File: src/rtl/cmp_search.sv
// Binary-search controller for an external combinational magnitude comparator.
// Drives the A operand (probe) and narrows [lo, hi] on the one-hot relation result.
module cmp_search #(
  parameter int WIDTH = 8
) (
  input  logic             clk,
  input  logic             rst_n,
  input  logic             start,
  output logic [WIDTH-1:0] probe,
  input  logic [2:0]       rel_in,
  output logic             busy,
  output logic             done,
  output logic             found,
  output logic             err,
  output logic [WIDTH-1:0] result
);

  // Handshake: start is a level sampled only in IDLE; busy covers PROBE and DONE,
  // done is a one-cycle pulse, and found/err/result hold until the next accepted start.
  typedef enum logic [1:0] {IDLE = 2'd0, PROBE = 2'd1, DONE = 2'd2} state_t;

  localparam logic [WIDTH-1:0] FIRST_PROBE = {1'b0, {(WIDTH-1){1'b1}}};
  localparam logic [WIDTH:0]   ONE_W1      = {{WIDTH{1'b0}}, 1'b1};

  state_t           state;
  logic [WIDTH-1:0] lo, hi;
  logic [WIDTH:0]   sum_up, sum_dn;
  logic [WIDTH-1:0] mid_up, mid_dn;
  logic             one_hot;

  // Next midpoints for the two narrowing directions, summed at WIDTH+1 bits.
  // sum_dn is only used when probe != lo, so probe-1 never underflows there.
  always_comb begin
    sum_up  = {1'b0, probe} + ONE_W1 + {1'b0, hi};
    sum_dn  = {1'b0, lo} + {1'b0, probe} - ONE_W1;
    mid_up  = sum_up[WIDTH:1];
    mid_dn  = sum_dn[WIDTH:1];
    one_hot = (rel_in == 3'b001) || (rel_in == 3'b010) || (rel_in == 3'b100);
  end

  always_ff @(posedge clk) begin
    if (!rst_n) begin
      state  <= IDLE;
      lo     <= '0;
      hi     <= '0;
      probe  <= '0;
      busy   <= 1'b0;
      done   <= 1'b0;
      found  <= 1'b0;
      err    <= 1'b0;
      result <= '0;
    end else begin
      case (state)
        IDLE: begin
          if (start) begin
            lo     <= '0;
            hi     <= '1;
            probe  <= FIRST_PROBE;
            found  <= 1'b0;
            err    <= 1'b0;
            result <= '0;
            busy   <= 1'b1;
            state  <= PROBE;
          end
        end

        PROBE: begin
          if (!one_hot) begin
            err   <= 1'b1;
            found <= 1'b0;
            done  <= 1'b1;
            state <= DONE;
          end else if (rel_in[1]) begin
            found  <= 1'b1;
            result <= probe;
            done   <= 1'b1;
            state  <= DONE;
          end else if (rel_in[0]) begin
            if (probe == hi) begin
              done  <= 1'b1;
              state <= DONE;
            end else begin
              lo    <= probe + 1'b1;
              probe <= mid_up;
            end
          end else begin
            if (probe == lo) begin
              done  <= 1'b1;
              state <= DONE;
            end else begin
              hi    <= probe - 1'b1;
              probe <= mid_dn;
            end
          end
        end

        DONE: begin
          done  <= 1'b0;
          busy  <= 1'b0;
          state <= IDLE;
        end

        default: begin
          done  <= 1'b0;
          busy  <= 1'b0;
          state <= IDLE;
        end
      endcase
    end
  end

endmodule

File: config.mk
export PLATFORM = sky130hd
export DESIGN_NAME = cmp_search
export DESIGN_NICKNAME = d
export VERILOG_FILES = /design/src/rtl/cmp_search.sv
export SDC_FILE = /design/constraint.sdc
export NUM_CORES = 1
export LEC_CHECK = 0
export ABC_AREA = 1
export CORE_ASPECT_RATIO = 0.8
export CORE_UTILIZATION = 60
export DETAILED_ROUTE_END_ITERATION = 12
export GPL_TIMING_DRIVEN = 0
export HOLD_SLACK_MARGIN = 0.15
export PLACE_DENSITY = 0.83
export SLEW_MARGIN = 5
export SYNTH_ARGS = -nofsm -noshare
export SYNTH_HDL_FRONTEND = slang
export SYNTH_SLANG_ARGS = --single-unit
File: constraint.sdc
create_clock -name clk -period 5.07 [get_ports clk]
set_input_delay 0.507 -clock clk [delete_from_list [all_inputs] [get_ports clk]]
set_output_delay 0.507 -clock clk [all_outputs]
set_load 0.02 [all_outputs]
==> impl_metrics.env, run 1 <==
export IMPL_gr_usage_all_layers=0.315
export IMPL_fmax_ghz=0.390
export IMPL_dpl_worst_slack_ns=2.57
export IMPL_r2r_slack_ns=2.51
export IMPL_ir_drop_mv=0.192
export IMPL_grt_overflow=0
export IMPL_drt_pass1_iterations=7
export IMPL_synth_nets=457
export IMPL_postRouteAntennaNets=0
export IMPL_cp_max_fo=8
export IMPL_synth_enable_flop_cells=0
export IMPL_h_tree_depth=2
export IMPL_synth_most_common_cell="nand2_1"
export IMPL_synth_largest_area_cell="dfxtp_1"
export IMPL_place_hpwl_um=5590
export IMPL_finalSetupViolations=0
export IMPL_fill_cells=374
export IMPL_netlist_area_leader_share=0.275
export IMPL_die_area_um2=4890
export IMPL_drt_total_wl_um=7130
export IMPL_swShare=0.439
export IMPL_worst_slew_pin_slew_ns=0.574
export IMPL_wire_per_inst_um=13.9
export IMPL_rsz0062_at_grt="no"
export IMPL_drc=0
export IMPL_required_ns=5.27
export IMPL_yosys_warnings=0
export IMPL_grt_pass1_wl_um=12000
export IMPL_cts_buffers=5
export IMPL_p_per_area_nw_per_um2=361
export IMPL_clockRootBuffer="clkbuf_8"
export IMPL_holdCritStartpoint="busy$_SDFFE_PN0P_"
export IMPL_skew_ns=0.00631
export IMPL_wl_met3_um=398
export IMPL_layout_min_cycle_time_ns=2.56
export IMPL_die_y_um=62.7
export IMPL_clock_sinks=38
export IMPL_globalplace_congestion=0.914
export IMPL_area_delta_synth_final_pct=14.1
export IMPL_io_buffers=24
export IMPL_r2r_start="probe[1]$_SDFFE_PN0P_"
export IMPL_cp_end_kind="register"
export IMPL_ys_flop_type="dfxtp_1"
export IMPL_ys_ff_latch=38
export IMPL_num_rows=21
export IMPL_setup_tns_ns=0
export IMPL_setup_ws_ns=2.51
export IMPL_synth_distinct_cells=38
export IMPL_p_leak_nw=1.49
export IMPL_yosysSeqAreaShare=0.275
export IMPL_maxCapViolations=0
export IMPL_p_int_uw=638
export IMPL_hp_class="reg2reg"
export IMPL_clk_pin_slew_ns=0.07
export IMPL_worst_r2r_cell_count=14
export IMPL_cts_tree="yes"
export IMPL_syn_avg_cell_area_um2=6.52
export IMPL_p_clk_frac=0.177
export IMPL_routedLengthMet1_um=3520
export IMPL_worstSetupPathType="reg2reg"
export IMPL_clock_latency_ns=0.30
export IMPL_vias=2842
export IMPL_drive_gt1_frac=0.0747
export IMPL_grt_pass1_vias=2574
export IMPL_endpoint="probe[6]$_SDFFE_PN0P_"
export IMPL_ctsHoldBuffers=0
export IMPL_status="finished, final reports clean"
export IMPL_wl_met2_um=3120
export IMPL_drtIter0Drc=214
export IMPL_crit_start="probe[1]$_SDFFE_PN0P_"
export IMPL_p_seq_frac=0.321
export IMPL_period_share=0.506
export IMPL_initial_utilization=0.642
export IMPL_final_hold_viol_count=0
export IMPL_grt_max_degree=12
export IMPL_antenna_found_initial=0
export IMPL_clk_path_buf_depth=2
export IMPL_slew_headroom=0.617
export IMPL_cp_arrival_ns=2.76
export IMPL_ctsResizeCount=0
export IMPL_comb_power_share=0.502
export IMPL_core_um2=4310
export IMPL_worstSetupStartpointType="register"
export IMPL_p_switching_uw=499
export IMPL_synth_cells=424
export IMPL_viasPerCell=5.55
export IMPL_synthTopCellsByCount="nand2_1, inv_1, nor2_1, dfxtp_1, a21oi_1"
export IMPL_synthTopCellsByArea="dfxtp_1, nand2_1, ha_1, inv_1, nor2_1"
export IMPL_diodes=0
export IMPL_ios=26
export IMPL_synthArstFlopShare=0
export IMPL_top_layer="met4"
export IMPL_nNetsFinal=488
export IMPL_slew_violations=0
export IMPL_postCtsSetupBuffers=0
export IMPL_rr_endpoint="probe[6]$_SDFFE_PN0P_"
export IMPL_syn_cell_area_um2=2770
export IMPL_die_x_um=77.9
-- cell type report --
class,instances,area [um^2],area share
Buffer,8,51.3,0.0163
Inverter,65,249,0.0789
Timing Repair Buffer,24,240,0.0761
Clock inverter,2,10.0,0.00317
Multi-Input combinational cell,313,1700,0.540
Tap cell,57,71.3,0.0226
Sequential cell,38,761,0.241
Clock buffer,5,68.8,0.0218
-- registers in the layout, indices dropped and copies added (netlist names) --
| register | cells |
|---|---|
| busy | 1 |
| found | 1 |
| hi | 8 |
| done | 1 |
| err | 1 |
| state | 2 |
| probe | 8 |
| result | 8 |
| lo | 8 |
-- power by group through the flow --
stage / clock, mW / sequential (mW) / combinational (mW)
2_1_floorplan: 0 / 0.379 / 0.399
3_3_place_gp: 0 / 0.371 / 0.542
3_5_place_dp: 0 / 0.371 / 0.556
4_1_cts: 0.203 / 0.365 / 0.560
5_1_grt: 0.216 / 0.370 / 0.642
6_report: 0.201 / 0.366 / 0.571
-- metal layers --
metal,vias up,track usage
li1,1434,-
met1,1306,0.445
met2,90,0.492
met3,12,0.0555
met4,0,0.0880
met5,-,0
-- cells by family (layout without fill, tap and decap cells) --
logic type / count (synthesis) / in the layout / share of synthesized area
AND/OR/NAND/NOR: 208 / 208 / 0.336
AO/OA/AOI/OAI: 73 / 73 / 0.137
buffers and inverters: 73 / 104 / 0.109
flip-flops: 38 / 38 / 0.275
adder cells (fa/ha/maj): 27 / 27 / 0.128
XOR/XNOR: 5 / 5 / 0.0158
-- stage by stage --
stage                     instance area [um^2]   util  hold WS [ns]  std cells  total power [mW]
after floorplan                           2770      -         0.430        424             0.778
after global routing                      3160  0.732         0.486        512              1.23
after global placement                    3080  0.714         0.444        505             0.913
after CTS                                 3160  0.732         0.463        512              1.13
after detailed placement                  3080  0.714         0.447        505             0.927
final                                     3160  0.732         0.460        512              1.14
-- placed cells by master, fill, tap and decap left out, types with 6 or more instances in the layout --
master / netlist / layout
clkdlybuf4s50_1: 0 / 24
inv_1: 56 / 56
ha_1: 25 / 25
nand2_1: 99 / 99
dfxtp_1: 38 / 38
a21oi_1: 36 / 36
o21ai_0: 28 / 28
nand3_1: 26 / 26
nor2_1: 52 / 52
inv_2: 6 / 6
nand4_1: 8 / 8
-- worst min-delay path by stage --
stage,end,slack [ns],cells past startpoint
finish,busy$_SDFFE_PN0P_,0.46,2
CTS,done$_SDFFE_PN0P_,0.46,2
floorplan,lo[1]$_SDFFE_PN0P_,0.43,2
global route,busy$_SDFFE_PN0P_,0.49,2
global placement,done$_SDFFE_PN0P_,0.44,2
detailed placement,done$_SDFFE_PN0P_,0.45,2
-- worst max-delay path: stages (launching register included) --
cell and delay, ns:
dfxtp_1 0.56, inv_1 0.17, ha_1 0.32, inv_1 0.09
ha_1 0.17, inv_1 0.05, fa_1 0.43, inv_1 0.09
nand4_1 0.12, nand3_1 0.10, nand2_1 0.05, nand3_1 0.08
nand3_1 0.11, nand2_1 0.08, inv_1 0.03
Note: power is estimated with default switching activity, not from simulation.
==> run 2, diff against run 1 <==
Settings changed: CORE_UTILIZATION 60 to 52, PLACE_DENSITY 0.83 to 0.76.
Clock period 5.07 ns to 2.3 ns, I/O delays scaled along.
==> run 2 against run 1 <==
Routed wire length rose by 3.0%. Critical endpoint is now probe[7]$_SDFFE_PN0P_. Critical path type unchanged. Maximum frequency grew 17%. Clock power rose by 120%. Largest cell class unchanged. Sequential cell count did not move.
==> impl_metrics.env, run 2 (same netlist as run 1, synthesis figures left out) <==
export IMPL_drive_gt1_frac=0.137
export IMPL_multi_input_area_um2=1750
export IMPL_wire_per_inst_um=14.0
export IMPL_cp_max_fo=9
export IMPL_worst_r2r_cell_count=13
export IMPL_drtIter0Drc=324
export IMPL_maxCapViolations=0
export IMPL_drc=0
export IMPL_place_hpwl_um=5730
export IMPL_slew_headroom=0.623
export IMPL_h_tree_depth=2
export IMPL_die_x_um=83.5
export IMPL_cp_end_kind="register"
export IMPL_holdWs_ns=0.327
export IMPL_holdPathStages=5
export IMPL_layout_commonest_cell="nand2_1"
export IMPL_viasPerCell=5.44
export IMPL_worst_slew_pin_slew_ns=0.565
export IMPL_clock_sinks=38
export IMPL_required_ns=2.52
export IMPL_mostFrequentLayoutCells="nand2_1, nor2_1, inv_1"
export IMPL_drt_total_wl_um=7340
export IMPL_dpl_worst_slack_ns=-0.232
export IMPL_clk_pin_slew_ns=0.08
export IMPL_ios=26
export IMPL_worstSetupPathType="reg2reg"
export IMPL_skew_ns=0.00851
export IMPL_grt_pass1_vias=2434
export IMPL_grt_overflow=0
export IMPL_nNetsFinal=494
export IMPL_ir_drop_mv=0.516
export IMPL_layout_min_cycle_time_ns=2.20
export IMPL_period_share=0.956
export IMPL_status="finished, final reports clean"
export IMPL_setup_ws_ns=0.100
export IMPL_seq_area_um2=777
export IMPL_cts_buffers=5
export IMPL_slew_violations=0
export IMPL_grt_max_degree=12
export IMPL_clk_path_buf_depth=2
export IMPL_core_um2=5060
export IMPL_hp_class="in2reg"
export IMPL_whs_endpoint="probe[5]$_SDFFE_PN0P_"
export IMPL_grt_pass1_wl_um=11700
export IMPL_globalplace_congestion=0.931
export IMPL_antenna_found_initial=0
export IMPL_diodes=0
export IMPL_die_area_um2=5620
export IMPL_drt_pass1_iterations=5
export IMPL_initial_utilization=0.546
export IMPL_holdCritStartpoint="rel_in[0]"
export IMPL_fill_cells=494
export IMPL_postRouteAntennaNets=0
export IMPL_area_delta_synth_final_pct=19.0
export IMPL_io_buffers=24
export IMPL_p_per_area_nw_per_um2=793
export IMPL_p_leak_nw=1.52
export IMPL_final_hold_viol_count=0
export IMPL_die_y_um=67.2
export IMPL_rr_endpoint="probe[7]$_SDFFE_PN0P_"
export IMPL_fmax_ghz=0.455
export IMPL_cts_tree="yes"
export IMPL_clock_latency_ns=0.29
export IMPL_worstSetupStartpointType="register"
export IMPL_r2r_slack_ns=0.10
export IMPL_num_rows=23
export IMPL_gr_usage_all_layers=0.268
export IMPL_finalSetupViolations=0
export IMPL_r2r_start="probe[4]$_SDFFE_PN0P_"
export IMPL_vias=2847
export IMPL_clockRootBuffer="clkbuf_8"
export IMPL_cp_arrival_ns=2.42
-- run 2: final cells by class --
type                            instances  share of cell area
Clock inverter                          2             0.00304
Timing Repair Buffer                   30              0.0867
Inverter                               65              0.0791
Sequential cell                        38               0.236
Clock buffer                            5              0.0209
Tap cell                               62              0.0236
Multi-Input combinational cell        313               0.531
Buffer                                  8              0.0194
-- run 2: what timing repair did --
action | in CTS | in global routing
pin swaps | 0 | 3
endpoints found under the setup margin | 10 | 12
buffers inserted | 0 | 6
hold buffers | 0 | 0
gates resized for setup | 8 | 25
-- run 2: where the power goes --
group          switching [mW]  internal (mW)  total (mW)
sequential             0.0708          0.740       0.811
clock                   0.238          0.204       0.441
combinational           0.826          0.531        1.36
total                    1.13           1.47        2.61
-- run 2: stage by stage --
| stage | total power [mW] | cell area, um^2 | setup TNS (ns) | instances | utilization |
|---|---|---|---|---|---|
| floorplan | 1.71 | 2770 | 0 | 424 | - |
| CTS | 2.50 | 3180 | 0 | 517 | 0.627 |
| global placement | 2.02 | 3080 | -1.09 | 510 | 0.609 |
| finish | 2.61 | 3290 | 0 | 523 | 0.650 |
| global route | 2.81 | 3290 | -0.0625 | 523 | 0.650 |
| detailed placement | 2.05 | 3080 | -1.02 | 510 | 0.609 |
-- run 2: worst max path at each step --
stage	end	slack (ns)	from
after floorplan	probe[5]$_SDFFE_PN0P_	0.02	probe[3]$_SDFFE_PN0P_
after global placement	probe[3]$_SDFFE_PN0P_	-0.25	probe[3]$_SDFFE_PN0P_
after detailed placement	probe[7]$_SDFFE_PN0P_	-0.23	probe[3]$_SDFFE_PN0P_
after CTS	probe[6]$_SDFFE_PN0P_	0.02	probe[4]$_SDFFE_PN0P_
after global routing	probe[7]$_SDFFE_PN0P_	-0.04	probe[4]$_SDFFE_PN0P_
final	probe[7]$_SDFFE_PN0P_	0.10	probe[4]$_SDFFE_PN0P_
-- run 2: critical path, cell delays in order (launching register included) --
cell	delay, ns
dfxtp_2	0.37
buf_6	0.15
clkinvlp_4	0.13
ha_1	0.32
inv_1	0.05
ha_2	0.37
nand2_1	0.08
nor2_1	0.10
nand3_1	0.10
nand2_1	0.08
nand2_1	0.05
nand3_1	0.08
nand3_1	0.13
a21oi_2	0.14
-- run 2: routing by layer --
| metal | global-route usage | vias to the layer above | part of all wire |
|---|---|---|---|
| met5 | 0 | - | 0 |
| met4 | 0.0742 | 0 | 0.017 |
| met3 | 0.0416 | 15 | 0.063 |
| met2 | 0.408 | 95 | 0.43 |
| met1 | 0.393 | 1294 | 0.49 |
| li1 | - | 1443 | - |
==> run 3, diff against run 2 <==
Settings changed: PLACE_DENSITY 0.76 to 0.8, SETUP_SLACK_MARGIN from default to 0.1.
==> run 3 against run 2 <==
Global-route usage grew 1.3 points. Highest routed layer unchanged. Clock power grew 1%. Clock skew shrank 0.0012 ns. Combinational power grew 5%.
==> impl_metrics.env, run 3 (same netlist as run 1, synthesis figures left out) <==
export IMPL_status="finished, final reports clean"
export IMPL_slew_headroom=0.638
export IMPL_worst_slew_pin_slew_ns=0.542
export IMPL_max_stage_delay_ns=0.36
export IMPL_finalSetupViolations=0
export IMPL_p_leak_nw=1.54
export IMPL_clockRootBuffer="clkbuf_8"
export IMPL_slew_violations=0
export IMPL_cts_buffers=5
export IMPL_fill_cells=455
export IMPL_worstSetupPathType="reg2reg"
export IMPL_mostFrequentLayoutCells="nand2_1, nor2_1, inv_1"
export IMPL_crit_chain="buf_4 -> clkinvlp_4 -> ha_4 -> inv_1 -> ha_4 -> or2_2 -> a21oi_1 -> nand3b_1 -> nand2_1 -> nor2_1 -> nor2_1"
export IMPL_io_buffers=24
export IMPL_num_rows=23
export IMPL_clk_pin_slew_ns=0.08
export IMPL_total_power_mw=2.68
export IMPL_maxCapViolations=0
export IMPL_period_share=0.919
export IMPL_layout_min_cycle_time_ns=2.11
export IMPL_cp_max_fo=6
export IMPL_grt_overflow=0
export IMPL_area_delta_synth_final_pct=21.0
export IMPL_p_per_area_nw_per_um2=800
export IMPL_grt_max_degree=12
export IMPL_antenna_found_initial=0
export IMPL_place_hpwl_um=5750
export IMPL_drc=0
export IMPL_drive_gt1_frac=0.149
export IMPL_globalplace_congestion=0.923
export IMPL_die_area_um2=5620
export IMPL_ir_drop_mv=0.555
export IMPL_cp_arrival_ns=2.30
export IMPL_final_hold_viol_count=0
export IMPL_fin_cells=525
export IMPL_drtIter0Drc=330
export IMPL_ctsHoldBuffers=0
export IMPL_holdWs_ns=0.330
export IMPL_rsz0062_at_grt="yes"
export IMPL_viasPerCell=5.55
export IMPL_setup_tns_ns=0
export IMPL_slowest_stage="dfxtp_2"
export IMPL_layout_commonest_cell="nand2_1"
export IMPL_vias=2912
export IMPL_cp_end_kind="register"
export IMPL_gr_usage_all_layers=0.280
export IMPL_clock_sinks=38
export IMPL_ios=26
export IMPL_drt_total_wl_um=7690
export IMPL_cp_top_family="simple AND/OR/NAND/NOR gates"
export IMPL_grt_pass1_wl_um=12200
export IMPL_postRouteAntennaNets=0
export IMPL_fmax_ghz=0.473
export IMPL_required_ns=2.49
export IMPL_clock_latency_ns=0.30
export IMPL_crit_buf_inv=3
export IMPL_worstSetupStartpointType="register"
export IMPL_hp_class="in2reg"
export IMPL_skew_ns=0.00731
export IMPL_h_tree_depth=2
export IMPL_initial_utilization=0.546
export IMPL_wire_per_inst_um=14.6
export IMPL_drt_pass1_iterations=5
export IMPL_clk_path_buf_depth=2
export IMPL_grt_pass1_vias=2489
export IMPL_cts_tree="yes"
export IMPL_die_x_um=83.5
export IMPL_nNetsFinal=496
export IMPL_diodes=0
export IMPL_placed_cells=510
export IMPL_core_um2=5060
export IMPL_die_y_um=67.2
-- run 3: cell count changes in the layout (fill, tap and decap cells not counted), moves of 2 or more --
cell | before | now
ha_4 | 1 | 4
buf_6 | 4 | 2
ha_1 | 22 | 20
buf_4 | 7 | 11
-- run 3: worst reg2reg max path, cell delays in order, from the launching register on --
cell and delay (ns):
dfxtp_2 0.36, buf_4 0.17, clkinvlp_4 0.15, ha_4 0.18
inv_1 0.08, ha_4 0.21, or2_2 0.31, a21oi_1 0.14
nand3b_1 0.18, nand2_1 0.09, nor2_1 0.10, nor2_1 0.05
-- run 3: path summary, 6_finish.rpt --
kind | start | end | slack (ns) | cells past startpoint
setup / recovery | probe[2]$_SDFFE_PN0P_ | probe[3]$_SDFFE_PN0P_ | 0.19 | 11
hold reg to reg | busy$_SDFFE_PN0P_ | busy$_SDFFE_PN0P_ | 0.46 | 2
hold / removal | rel_in[0] | probe[5]$_SDFFE_PN0P_ | 0.33 | 5
setup reg to reg | probe[2]$_SDFFE_PN0P_ | probe[3]$_SDFFE_PN0P_ | 0.19 | 11
-- run 3: metal layers --
| layer | global-route usage | vias to the layer above | wire length, um |
|---|---|---|---|
| met3 | 0.0391 | 19 | 579 |
| met5 | 0 | - | 0 |
| li1 | - | 1451 | - |
| met2 | 0.443 | 128 | 3300 |
| met1 | 0.397 | 1314 | 3630 |
| met4 | 0.0953 | 0 | 177 |
-- run 3: final cells by class --
type / count / area (um^2) / area share
multi-input combinational: 313 / 1790 / 0.535
sequential: 38 / 781 / 0.233
timing repair buffer: 32 / 300 / 0.0897
inverter: 65 / 263 / 0.0785
tap: 62 / 77.6 / 0.0232
clock buffer: 5 / 68.8 / 0.0206
buffer: 8 / 56.3 / 0.0168
clock inverter: 2 / 10.0 / 0.00299
-- run 3: per-stage QoR --
stage / area, um^2 / setup WS, ns / utilization
after floorplan: 2770 / 0.156 / -
after global placement: 3090 / -0.0585 / 0.609
after detailed placement: 3090 / -0.0748 / 0.609
after CTS: 3220 / 0.104 / 0.635
after global routing: 3350 / 0.0896 / 0.661
final: 3350 / 0.186 / 0.661
-- run 3: where the power goes --
group / switching, mW / internal [mW]
Combinational: 0.870 / 0.557
Sequential: 0.0636 / 0.741
Clock: 0.243 / 0.204
Total: 1.18 / 1.50
-- run 3: what timing repair did --
action                                  in CTS  in global routing
setup buffers                                1                  7
endpoints found under the setup margin       7                 15
pin swaps                                    0                  3
gates resized for setup                     13                 24
